$ cat src/rtl/seg7_hex_counter_scan.sv
// Prescaled up/down hex counter of DIGITS nibbles with a multiplexed 7-segment scanner.
// Optional macro BLANK_LEADING_EN suppresses leading-zero digits (digit 0 always shown).
module seg7_hex_counter_scan #(
    parameter int DIGITS   = 2,
    parameter int PRESCALE = 4,
    parameter int SCAN_DIV = 2
) (
    input  logic                  clk,
    input  logic                  rst_n,
    input  logic                  ena,
    input  logic                  mode,
    input  logic                  up_dn,
    input  logic                  load,
    input  logic [4*DIGITS-1:0]   manual_val,
    output logic [6:0]            seg,
    output logic                  dp,
    output logic [DIGITS-1:0]     dig_sel,
    output logic [4*DIGITS-1:0]   count,
    output logic                  carry
);

    localparam int W  = 4 * DIGITS;
    localparam int PW = (PRESCALE > 1) ? $clog2(PRESCALE) : 1;
    localparam int SW = (SCAN_DIV > 1) ? $clog2(SCAN_DIV) : 1;
    localparam int IW = (DIGITS > 1) ? $clog2(DIGITS) : 1;

    logic [PW-1:0]     presc_q, presc_d;
    logic [W-1:0]      count_q, count_d;
    logic              carry_q, carry_d;
    logic [SW-1:0]     scan_div_q, scan_div_d;
    logic [IW-1:0]     scan_idx_q, scan_idx_d;
    logic [6:0]        seg_q, seg_d;
    logic              dp_q, dp_d;
    logic [DIGITS-1:0] dig_sel_q, dig_sel_d;

    logic          advance;
    logic          tick;
    logic          strobe;
    logic          blank;
    logic [W-1:0]  disp_val;
    logic [3:0]    nibble;

    function automatic logic [6:0] hex_to_seg(input logic [3:0] h);
        logic [6:0] s;
        case (h)
            4'h0: s = 7'h3F;
            4'h1: s = 7'h06;
            4'h2: s = 7'h5B;
            4'h3: s = 7'h4F;
            4'h4: s = 7'h66;
            4'h5: s = 7'h6D;
            4'h6: s = 7'h7D;
            4'h7: s = 7'h07;
            4'h8: s = 7'h7F;
            4'h9: s = 7'h6F;
            4'hA: s = 7'h77;
            4'hB: s = 7'h7C;
            4'hC: s = 7'h39;
            4'hD: s = 7'h5E;
            4'hE: s = 7'h79;
            default: s = 7'h71;
        endcase
        return s;
    endfunction

    // Load wins over a coincident tick and restarts the prescale interval.
    always_comb begin
        advance = ena & ~mode & ~load;
        tick    = advance & (presc_q == PW'(PRESCALE - 1));
        presc_d = presc_q;
        count_d = count_q;
        carry_d = 1'b0;
        if (load) begin
            presc_d = '0;
            count_d = manual_val;
        end else if (advance) begin
            presc_d = tick ? '0 : presc_q + PW'(1);
            if (tick) begin
                if (up_dn) begin
                    count_d = count_q + W'(1);
                    carry_d = &count_q;
                end else begin
                    count_d = count_q - W'(1);
                    carry_d = ~|count_q;
                end
            end
        end
    end

    always_comb begin
        strobe     = (scan_div_q == SW'(SCAN_DIV - 1));
        scan_div_d = strobe ? '0 : scan_div_q + SW'(1);
        scan_idx_d = scan_idx_q;
        seg_d      = seg_q;
        dp_d       = dp_q;
        dig_sel_d  = dig_sel_q;
        disp_val   = mode ? manual_val : count_q;
        nibble     = disp_val[4*scan_idx_q +: 4];
`ifdef BLANK_LEADING_EN
        blank      = (scan_idx_q != '0) && ((disp_val >> (4 * scan_idx_q)) == '0);
`else
        blank      = 1'b0;
`endif
        if (strobe) begin
            dig_sel_d  = DIGITS'(1) << scan_idx_q;
            seg_d      = blank ? 7'h00 : hex_to_seg(nibble);
            dp_d       = mode & (scan_idx_q == '0);
            scan_idx_d = (scan_idx_q == IW'(DIGITS - 1)) ? '0 : scan_idx_q + IW'(1);
        end
    end

    always_ff @(posedge clk or negedge rst_n) begin
        if (!rst_n) begin
            presc_q    <= '0;
            count_q    <= '0;
            carry_q    <= 1'b0;
            scan_div_q <= '0;
            scan_idx_q <= '0;
            seg_q      <= '0;
            dp_q       <= 1'b0;
            dig_sel_q  <= '0;
        end else begin
            presc_q    <= presc_d;
            count_q    <= count_d;
            carry_q    <= carry_d;
            scan_div_q <= scan_div_d;
            scan_idx_q <= scan_idx_d;
            seg_q      <= seg_d;
            dp_q       <= dp_d;
            dig_sel_q  <= dig_sel_d;
        end
    end

    assign seg     = seg_q;
    assign dp      = dp_q;
    assign dig_sel = dig_sel_q;
    assign count   = count_q;
    assign carry   = carry_q;

endmodule

$ cat config.mk
export PLATFORM = sky130hd
export DESIGN_NAME = seg7_hex_counter_scan
export DESIGN_NICKNAME = d
export VERILOG_FILES = /design/src/rtl/seg7_hex_counter_scan.sv
export SDC_FILE = /design/constraint.sdc
export NUM_CORES = 1
export LEC_CHECK = 0
export CORE_MARGIN = 5
export CORE_UTILIZATION = 55
export CTS_BUF_LIST = sky130_fd_sc_hd__clkbuf_4 sky130_fd_sc_hd__clkbuf_8 sky130_fd_sc_hd__clkbuf_16
export DETAILED_ROUTE_END_ITERATION = 7
export GPL_ROUTABILITY_DRIVEN = 0
export PLACE_DENSITY = 0.85
export SYNTH_ARGS = -nofsm -noshare
export SYNTH_HDL_FRONTEND = slang
export SYNTH_SLANG_ARGS = --single-unit
$ cat constraint.sdc
create_clock -name clk -period 4.3 [get_ports clk]
set_input_delay 0.86 -clock clk [delete_from_list [all_inputs] [get_ports clk]]
set_output_delay 0.86 -clock clk [all_outputs]
set_load 0.005 [all_outputs]
==> results.ini, run 1 <==
[die]
fp.dieH_um = 64.13
dieArea_um2 = 4113
core_um2 = 2781
pin_count = 33
initial_core_util = 0.5794
fp-row-count = 19
dieWidth_um = 64.13

[synthesis]
synth_nets = 196
synthTopCellsByArea = dfrtp_1 34%, ha_1 11%, mux2i_1 4.3%
syn_area_um2 = 1612
synth_warnings = 0
synth-compound-area-share = 0.1607
synth-xor-area-share = 0.03804
ys_ff_latch = 22
yosysSeqAreaShare = 0.3416
synth_fa_ha_area_frac = 0.1211
synth_top_family_by_area = compound AO/OA/AOI/OAI gates
avgSynthCellArea_um2 = 9.650
synthCells = 167
synth_top_area_cell = dfrtp_1
yosysUniqueCellTypes = 42
synth.top_cell.area_share = 0.3416
synth_simple_gate_area_frac = 0.1429
muxShareOfSynthArea = 0.1273

[power_and_ir_drop]
p_per_area_nw_per_um2 = 283.0
vdd_drop_max_mv = 0.2466
seqPwrFrac = 0.453
internal-power_mw = 0.3804
sw_frac_of_total = 0.3077
clkPwrFrac = 0.208
power_mw = 0.5495
pwr-share-comb = 0.339
switchingPower_mw = 0.1691
power_leakage_nw = 0.8771

[layout]
final_common_cell = clkdlybuf4s50_1
diodes = 0
fin_cells = 225
area_delta_synth_final_pct = 20.50
layout_common_cells = 32 x clkdlybuf4s50_1, 22 x dfrtp_1, 15 x nand2_1
drive_gt1_frac = 0.06186
final_nets = 224

[timing]
period_minus_slack_ns = 2.900
worst_pin_slew_ns = 0.9748
drv_slew = 0
slew_headroom = 0.3481
fin_crit_sh = 0.6744
hold_viol_final = 0
fin_ws_ns = 1.400
rsz0062_at_grt = false
finalSetupViolations = 0
fmax_mhz = 344.8
timing.hold.ws_ns = 0.4950
finClkSkew_ns = 0.01107
finalSetupTns_ns = 0

[global_route]
busiest_layer = met2
met1_usage = 0.2293
grt_max_degree = 23
grtUsageMet2 = 0.3229
grt_first_pass_wirelength_mm = 6.285
global_route.usage.met3 = 0.02627
grt_util_all_layers = 0.1884
overflow = 0
grt_pass1_vias = 1392
antenna_found_initial = 0

[setup_path]
arrival_ns = 3.11
required_ns = 4.51
start_kind = input pin
end_kind = flop
path_class = in -> reg
path_max_fanout = 6

[place]
hpwlAfterDp_mm = 2.854
dp_slack_ns = 1.083
portBuffers = 32
dp_cells = 221

[routing]
drt-initial-drc-count = 95
via_per_inst = 6.040
drc = 0
routed_wl_mm = 3.594
routedWlPerCell_um = 15.97
firstDrtPassIters = 4
vias = 1359
ant_nets = 0

[clocking]
cts-resized-gates = 0
cts_root_buffer = clkbuf_4
cts_max_level = 1
cts_sinks = 22
insertion_delay_ns = 0.31
clockBufferDepth = 2
post_cts_buffers = 0
cts_tree = built
numCtsBuffers = 3
path_clk_slew_ns = 0.13
postCtsHoldBufs = 0

[job]
maxCapViolations = 0

[worst_hold_path]
min_path_type = reg -> reg

[run_status]
status = complete, no violations

-- flip-flops by register name, indices dropped and copies added, names as in the netlist --
signal / flops
carry: 1
count: 8
dig_sel: 1
dp: 1
presc_q: 2
scan_div_q: 1
scan_idx_q: 1
seg: 7
-- critical path: stages --
cell             delay [ns]
clkdlybuf4s50_1        0.62
mux4_1                 0.69
inv_1                  0.16
ha_1                   0.26
mux2i_1                0.19
o21ai_1                0.08
mux2_4                 0.25
-- path summary, 6_finish.rpt --
check | start | end | slack [ns] | depth (start not counted)
min | seg[1]$_DFFE_PN0P_ | seg[1]$_DFFE_PN0P_ | 0.49 | 1
min in group asynchronous | rst_n | seg[3]$_DFFE_PN0P_ | 1.07 | 1
max | mode | seg[3]$_DFFE_PN0P_ | 1.40 | 7
min reg2reg | seg[1]$_DFFE_PN0P_ | seg[1]$_DFFE_PN0P_ | 0.49 | 1
max reg2reg | count[0]$_DFFE_PN0P_ | seg[3]$_DFFE_PN0P_ | 2.15 | 6
max in group asynchronous | rst_n | count[2]$_DFFE_PN0P_ | 2.63 | 1
-- cells in the mapped netlist --
cell and instances:
xor2_1 4, and2_1 2, buf_6 2, nor3_1 3, o221ai_1 2, and2b_2 3, o21bai_1 1, mux2_4 1
dfrtp_1 22, a211oi_1 2, nand3b_1 1, inv_1 12, a21o_1 3, and3b_1 1, fa_1 1, or4_1 1
mux4_1 2, mux4_2 2, buf_2 2, a31oi_1 1, clkbuf_1 3, o21ai_1 1, nand4_1 1, mux2i_1 7
buf_4 1, nor3b_1 1, a221oi_1 2, nor4_1 3, ha_1 14, a22oi_1 1, nor2b_1 1, clkbuf_8 1
nand3_1 4, nand2_1 15, nor2_1 10, o211ai_1 3, mux2_2 2, o311ai_0 1, a21oi_1 10, o2bb2ai_1 1
o21ai_0 14, xnor2_1 3
-- cell families after synthesis --
| family | Yosys count |
|---|---|
| flip-flops | 22 |
| XOR/XNOR | 7 |
| buffers and inverters | 21 |
| AND/OR/NAND/NOR | 46 |
| adder cells (fa/ha/maj) | 15 |
| AO/OA/AOI/OAI | 42 |
| multiplexers | 14 |
-- power groups by stage --
stage | clock network, mW | logic [mW] | registers [mW]
2_1_floorplan | 0 | 0.110 | 0.250
3_3_place_gp | 0 | 0.177 | 0.253
3_5_place_dp | 0 | 0.187 | 0.253
4_1_cts | 0.117 | 0.187 | 0.249
5_1_grt | 0.132 | 0.206 | 0.254
6_report | 0.114 | 0.186 | 0.249
-- per-stage QoR --
stage | utilization | instance area (µm²)
after floorplan | - | 1612
after global placement | 0.6851 | 1906
after detailed placement | 0.6851 | 1906
after CTS | 0.6982 | 1942
after global routing | 0.6982 | 1942
final | 0.6982 | 1942
-- per-layer routing --
layer	vias to the layer above	part of all wire
met2	53	0.52
met4	0	0.031
met3	12	0.048
met1	644	0.41
li1	650	-
met5	-	0
-- final cells by class --
type                            instances  area (µm²)
Sequential cell                        22       550.5
Multi-Input combinational cell        124       950.9
Tap cell                               31       38.79
Inverter                               12       45.04
Fill cell                             231       839.6
Clock buffer                            4       36.28
Timing Repair Buffer                   32       320.3
Power figures use the tool's default switching activity.
==> run 2, diff against run 1 <==
--- a/config.mk
+++ b/config.mk
@@ -6,11 +6,11 @@
 export NUM_CORES = 1
 export LEC_CHECK = 0
 export CORE_MARGIN = 5
-export CORE_UTILIZATION = 55
+export CORE_UTILIZATION = 51
 export CTS_BUF_LIST = sky130_fd_sc_hd__clkbuf_4 sky130_fd_sc_hd__clkbuf_8 sky130_fd_sc_hd__clkbuf_16
 export DETAILED_ROUTE_END_ITERATION = 7
 export GPL_ROUTABILITY_DRIVEN = 0
-export PLACE_DENSITY = 0.85
+export PLACE_DENSITY = 0.79
 export SYNTH_ARGS = -nofsm -noshare
 export SYNTH_HDL_FRONTEND = slang
 export SYNTH_SLANG_ARGS = --single-unit
==> constraint.sdc (replaced) <==
create_clock -name clk -period 2.78 [get_ports clk]
set_input_delay 0.556 -clock clk [delete_from_list [all_inputs] [get_ports clk]]
set_output_delay 0.556 -clock clk [all_outputs]
set_load 0.005 [all_outputs]
==> run 2 against run 1 <==
Against the previous run:
- clock skew fell by 0.0048 ns
- largest power group unchanged
- final cell count up 10%
- clock power rose by 59%
- sequential power increased by 56%
- setup slack lost 1.0 ns
- highest routed layer unchanged
- hold slack better by 0.0037 ns
- non-clock buffer count increased by 10
- final area rose by 4.7%
==> results.ini, run 2 (synthesis gave the netlist of run 1 again) <==
[run_status]
status = complete, no violations

[setup_path]
path_buf_inv = 2
arrival_ns = 2.68
start_kind = input pin
path_class = in -> reg
required_ns = 3.05
end_kind = flop
worstPathCellList = clkdlybuf4s50_1, mux4_1, inv_1, ha_1, nor2_1, a21oi_1, a221oi_1, a21o_1
max_stage_delay_ns = 0.61
path_max_fanout = 5
cp_top_family = buffers and inverters
reg2reg_slack_ns = 0.72
critPathSlowestCell = mux4_1

[global_route]
grt_max_degree = 23
grt_pass1_vias = 1517
antenna_found_initial = 0
overflow = 0
grt_first_pass_wirelength_mm = 6.872
grt_util_all_layers = 0.2058

[job]
maxCapViolations = 0

[layout]
final_common_cell = clkdlybuf4s50_1
final-seq-area_um2 = 550.5
final_cell_area_um2 = 2033
multi_input_area_um2 = 950.9
final_nets = 234
layout_common_cells = 32 x clkdlybuf4s50_1, 22 x dfrtp_1, 15 x nand2_1
drive_gt1_frac = 0.1078
largest_reg_flops = 8
fillers = 265
area_delta_synth_final_pct = 26.16
diodes = 0

[place]
hpwlAfterDp_mm = 3.095
portBuffers = 32
place_area_um2 = 1997

[clocking]
cts-resized-gates = 0
cts_root_buffer = clkbuf_4
postCtsHoldBufs = 0
cts_max_level = 1
clockBufferDepth = 2
cts_tree = built
cts_sinks = 22
numCtsBuffers = 3
post_cts_buffers = 0
insertion_delay_ns = 0.32
path_clk_slew_ns = 0.13

[die]
initial_core_util = 0.5279
fp-row-count = 20
dieArea_um2 = 4384
fp.dieH_um = 66.21
pin_count = 33
dieWidth_um = 66.21
core_um2 = 3053

[routing]
met3_length_um = 186
routed_wl_mm = 3.972
routedWlPerCell_um = 16.02
ant_nets = 0
drt-initial-drc-count = 66
drc = 0
top_layer = met4
firstDrtPassIters = 4
met2WireLength_mm = 2.132
via_per_inst = 5.694
vias = 1412
wl_met1_mm = 1.543

[timing]
fin_crit_sh = 0.8693
finalSetupViolations = 0
period_minus_slack_ns = 2.417
fmax_mhz = 413.8
finalSetupTns_ns = 0
finClkSkew_ns = 0.006244
drv_slew = 0
hold_viol_final = 0
worst_pin_slew_ns = 0.5340
rsz0062_at_grt = false
slew_headroom = 0.6432

[power_and_ir_drop]
p_per_area_nw_per_um2 = 431.1
power_leakage_nw = 0.9253
vdd_drop_max_mv = 0.1756

[worst_hold_path]
min_path_type = reg -> reg

==> run 2: final timing paths <==
check,from,depth (start not counted),to
worst max-delay path,mode,8,seg[1]$_DFFE_PN0P_
max in group asynchronous,rst_n,2,count[3]$_DFFE_PN0P_
worst max register to register,count[0]$_DFFE_PN0P_,7,seg[1]$_DFFE_PN0P_
min in group asynchronous,rst_n,2,count[2]$_DFFE_PN0P_
worst min register to register,seg[1]$_DFFE_PN0P_,1,seg[1]$_DFFE_PN0P_
worst min-delay path,seg[1]$_DFFE_PN0P_,1,seg[1]$_DFFE_PN0P_
==> run 2: metal layers <==
metal,track usage,up-vias
met3,0.02211,10
met1,0.2251,681
met4,0.1091,0
met2,0.3829,47
li1,-,674
met5,0,-
==> run 2: where the power goes <==
group,internal [mW],switching [mW]
Combinational,0.170,0.138
Clock,0.0801,0.101
Sequential,0.351,0.0366
Total,0.602,0.275
==> run 2: through the flow <==
stage          worst slack [ns]  power (mW)  utilization  hold slack [ns]  instances
2_1_floorplan            0.5678      0.5572            -           0.2604        167
3_3_place_gp            0.08773      0.6827       0.6541           0.4683        244
3_5_place_dp            0.02624      0.7006       0.6541           0.4761        244
4_1_cts                  0.3576      0.8804       0.6660           0.5050        248
5_1_grt                  0.1855      0.9359       0.6660           0.5336        248
6_report                 0.3634      0.8765       0.6660           0.4987        248
==> run 2: worst register-to-register path: cells and delay by family, from the launching register on <==
family,cells,cell delay [ns]
buffers and inverters,1,0.13
adder cells (fa/ha/maj),1,0.26
flip-flops,1,0.53
multiplexers,1,0.57
AO/OA/AOI/OAI,3,0.41
AND/OR/NAND/NOR,1,0.11
==> run 2: final cells by class <==
cell class | instances | share of cell area
multi-input combinational | 124 | 0.4677
sequential | 22 | 0.2708
timing repair buffer | 42 | 0.1945
tap | 44 | 0.02708
inverter | 12 | 0.02215
clock buffer | 4 | 0.01785
==> run 3, diff against run 2 <==
--- a/config.mk
+++ b/config.mk
@@ -10,7 +10,7 @@
 export CTS_BUF_LIST = sky130_fd_sc_hd__clkbuf_4 sky130_fd_sc_hd__clkbuf_8 sky130_fd_sc_hd__clkbuf_16
 export DETAILED_ROUTE_END_ITERATION = 7
 export GPL_ROUTABILITY_DRIVEN = 0
-export PLACE_DENSITY = 0.79
+export PLACE_DENSITY = 0.87
 export SYNTH_ARGS = -nofsm -noshare
 export SYNTH_HDL_FRONTEND = slang
 export SYNTH_SLANG_ARGS = --single-unit
==> run 3 against run 2 <==
Against the previous run:
- total power grew 6.5%
- combinational power shrank 3%
- setup slack lost 0.043 ns
- final area shrank 0.31%
- hold slack gained 0.0055 ns
- sequential share of layout area grew 0.084 points
- critical path depth grew 1
- largest power group unchanged
- highest routed layer unchanged
==> results.ini, run 3 (synthesis gave the netlist of run 1 again) <==
[routing]
vias = 1353
ant_nets = 0
drc = 0
firstDrtPassIters = 4
via_per_inst = 5.522
routed_wl_mm = 3.662
drt-initial-drc-count = 74
routedWlPerCell_um = 14.95

[die]
dieWidth_um = 66.21
initial_core_util = 0.5279
pin_count = 33
fp.dieH_um = 66.21
dieArea_um2 = 4384
core_um2 = 3053
fp-row-count = 20

[global_route]
overflow = 0
grt_util_all_layers = 0.1798
global_route.usage.met3 = 0.03571
antenna_found_initial = 0
grt_max_degree = 23
busiest_layer = met2
met1_usage = 0.2169
grtUsageMet2 = 0.3247
grt_first_pass_wirelength_mm = 6.216
grt_pass1_vias = 1390

[timing]
fin_crit_sh = 0.8848
rsz0062_at_grt = false
finalSetupViolations = 0
period_minus_slack_ns = 2.460
hold_viol_final = 0
fmax_mhz = 406.5
worst_pin_slew_ns = 0.5527
drv_slew = 0
finClkSkew_ns = 0.005360
slew_headroom = 0.6306
finalSetupTns_ns = 0

[setup_path]
end_kind = flop
arrival_ns = 2.66
start_kind = input pin
required_ns = 2.98
path_class = in -> reg
path_max_fanout = 7

[worst_hold_path]
min_path_type = reg -> reg

[run_status]
status = complete, no violations

[clocking]
path_clk_slew_ns = 0.13
insertion_delay_ns = 0.31
post_cts_buffers = 0
cts_root_buffer = clkbuf_4
postCtsHoldBufs = 0
clockBufferDepth = 2
numCtsBuffers = 3
cts_max_level = 1
cts-resized-gates = 0
cts_tree = built
cts_sinks = 22

[layout]
diodes = 0
drive_gt1_frac = 0.09453
fillers = 270
layout_common_cells = 32 x clkdlybuf4s50_1, 22 x dfrtp_1, 15 x nand2_1
final_common_cell = clkdlybuf4s50_1
final_cell_area_um2 = 2027
final_nets = 231
fin_cells = 245
largest_reg_flops = 8
fin_util = 0.6639
area_delta_synth_final_pct = 25.78

[power_and_ir_drop]
vdd_drop_max_mv = 0.2760
power_leakage_nw = 0.9178
power_mw = 0.9338
p_per_area_nw_per_um2 = 460.7

[place]
hpwlAfterDp_mm = 2.899
place_area_um2 = 1974
portBuffers = 32
dp_cells = 241

[job]
maxCapViolations = 0

[run 3: per-layer routing]
| metal | share of wire | vias up |
|---|---|---|
| li1 | - | 664 |
| met1 | 0.40 | 649 |
| met2 | 0.53 | 36 |
| met3 | 0.057 | 4 |
| met4 | 0.011 | 0 |
| met5 | 0 | - |
[run 3: where the power goes]
part | internal (mW) | total (mW) | switching, mW
Sequential | 0.351 | 0.385 | 0.0337
Combinational | 0.165 | 0.298 | 0.133
Clock | 0.146 | 0.250 | 0.105
Total | 0.662 | 0.934 | 0.272
[run 3: layout make-up]
| cell class | count | area [µm²] | area share |
|---|---|---|---|
| multi-input combinational | 124 | 950.9 | 0.4691 |
| sequential | 22 | 550.5 | 0.2716 |
| timing repair buffer | 39 | 372.9 | 0.1840 |
| tap | 44 | 55.05 | 0.02716 |
| inverter | 12 | 45.04 | 0.02222 |
| clock inverter | 1 | 30.03 | 0.01481 |
| clock buffer | 3 | 22.52 | 0.01111 |
[run 3: final timing paths]
path / from / to / slack, ns / depth (start not counted)
max: up_dn / count[7]$_DFFE_PN0P_ / 0.32 / 9
max reg2reg: count[0]$_DFFE_PN0P_ / seg[1]$_DFFE_PN0P_ / 0.70 / 7
min in group asynchronous: rst_n / count[5]$_DFFE_PN0P_ / 0.57 / 2
max in group asynchronous: rst_n / seg[0]$_DFFE_PN0P_ / 1.99 / 2
min reg2reg: seg[1]$_DFFE_PN0P_ / seg[1]$_DFFE_PN0P_ / 0.50 / 1
min: seg[1]$_DFFE_PN0P_ / seg[1]$_DFFE_PN0P_ / 0.50 / 1
[run 3: stage by stage]
| stage | hold slack [ns] | setup slack [ns] |
|---|---|---|
| after floorplan | 0.2604 | 0.5678 |
| after global routing | 0.5229 | 0.2039 |
| after CTS | 0.5101 | 0.3306 |
| final | 0.5042 | 0.3202 |
| after detailed placement | 0.4817 | 0.004190 |
| after global placement | 0.4680 | 0.09582 |
[run 3: critical path: stages]
cell             delay, ns
clkdlybuf4s50_1       0.49
inv_1                 0.10
buf_4                 0.18
ha_1                  0.34
o211ai_1              0.11
o21ai_0               0.46
nand3_1               0.19
o211ai_1              0.13
nand3_1               0.10
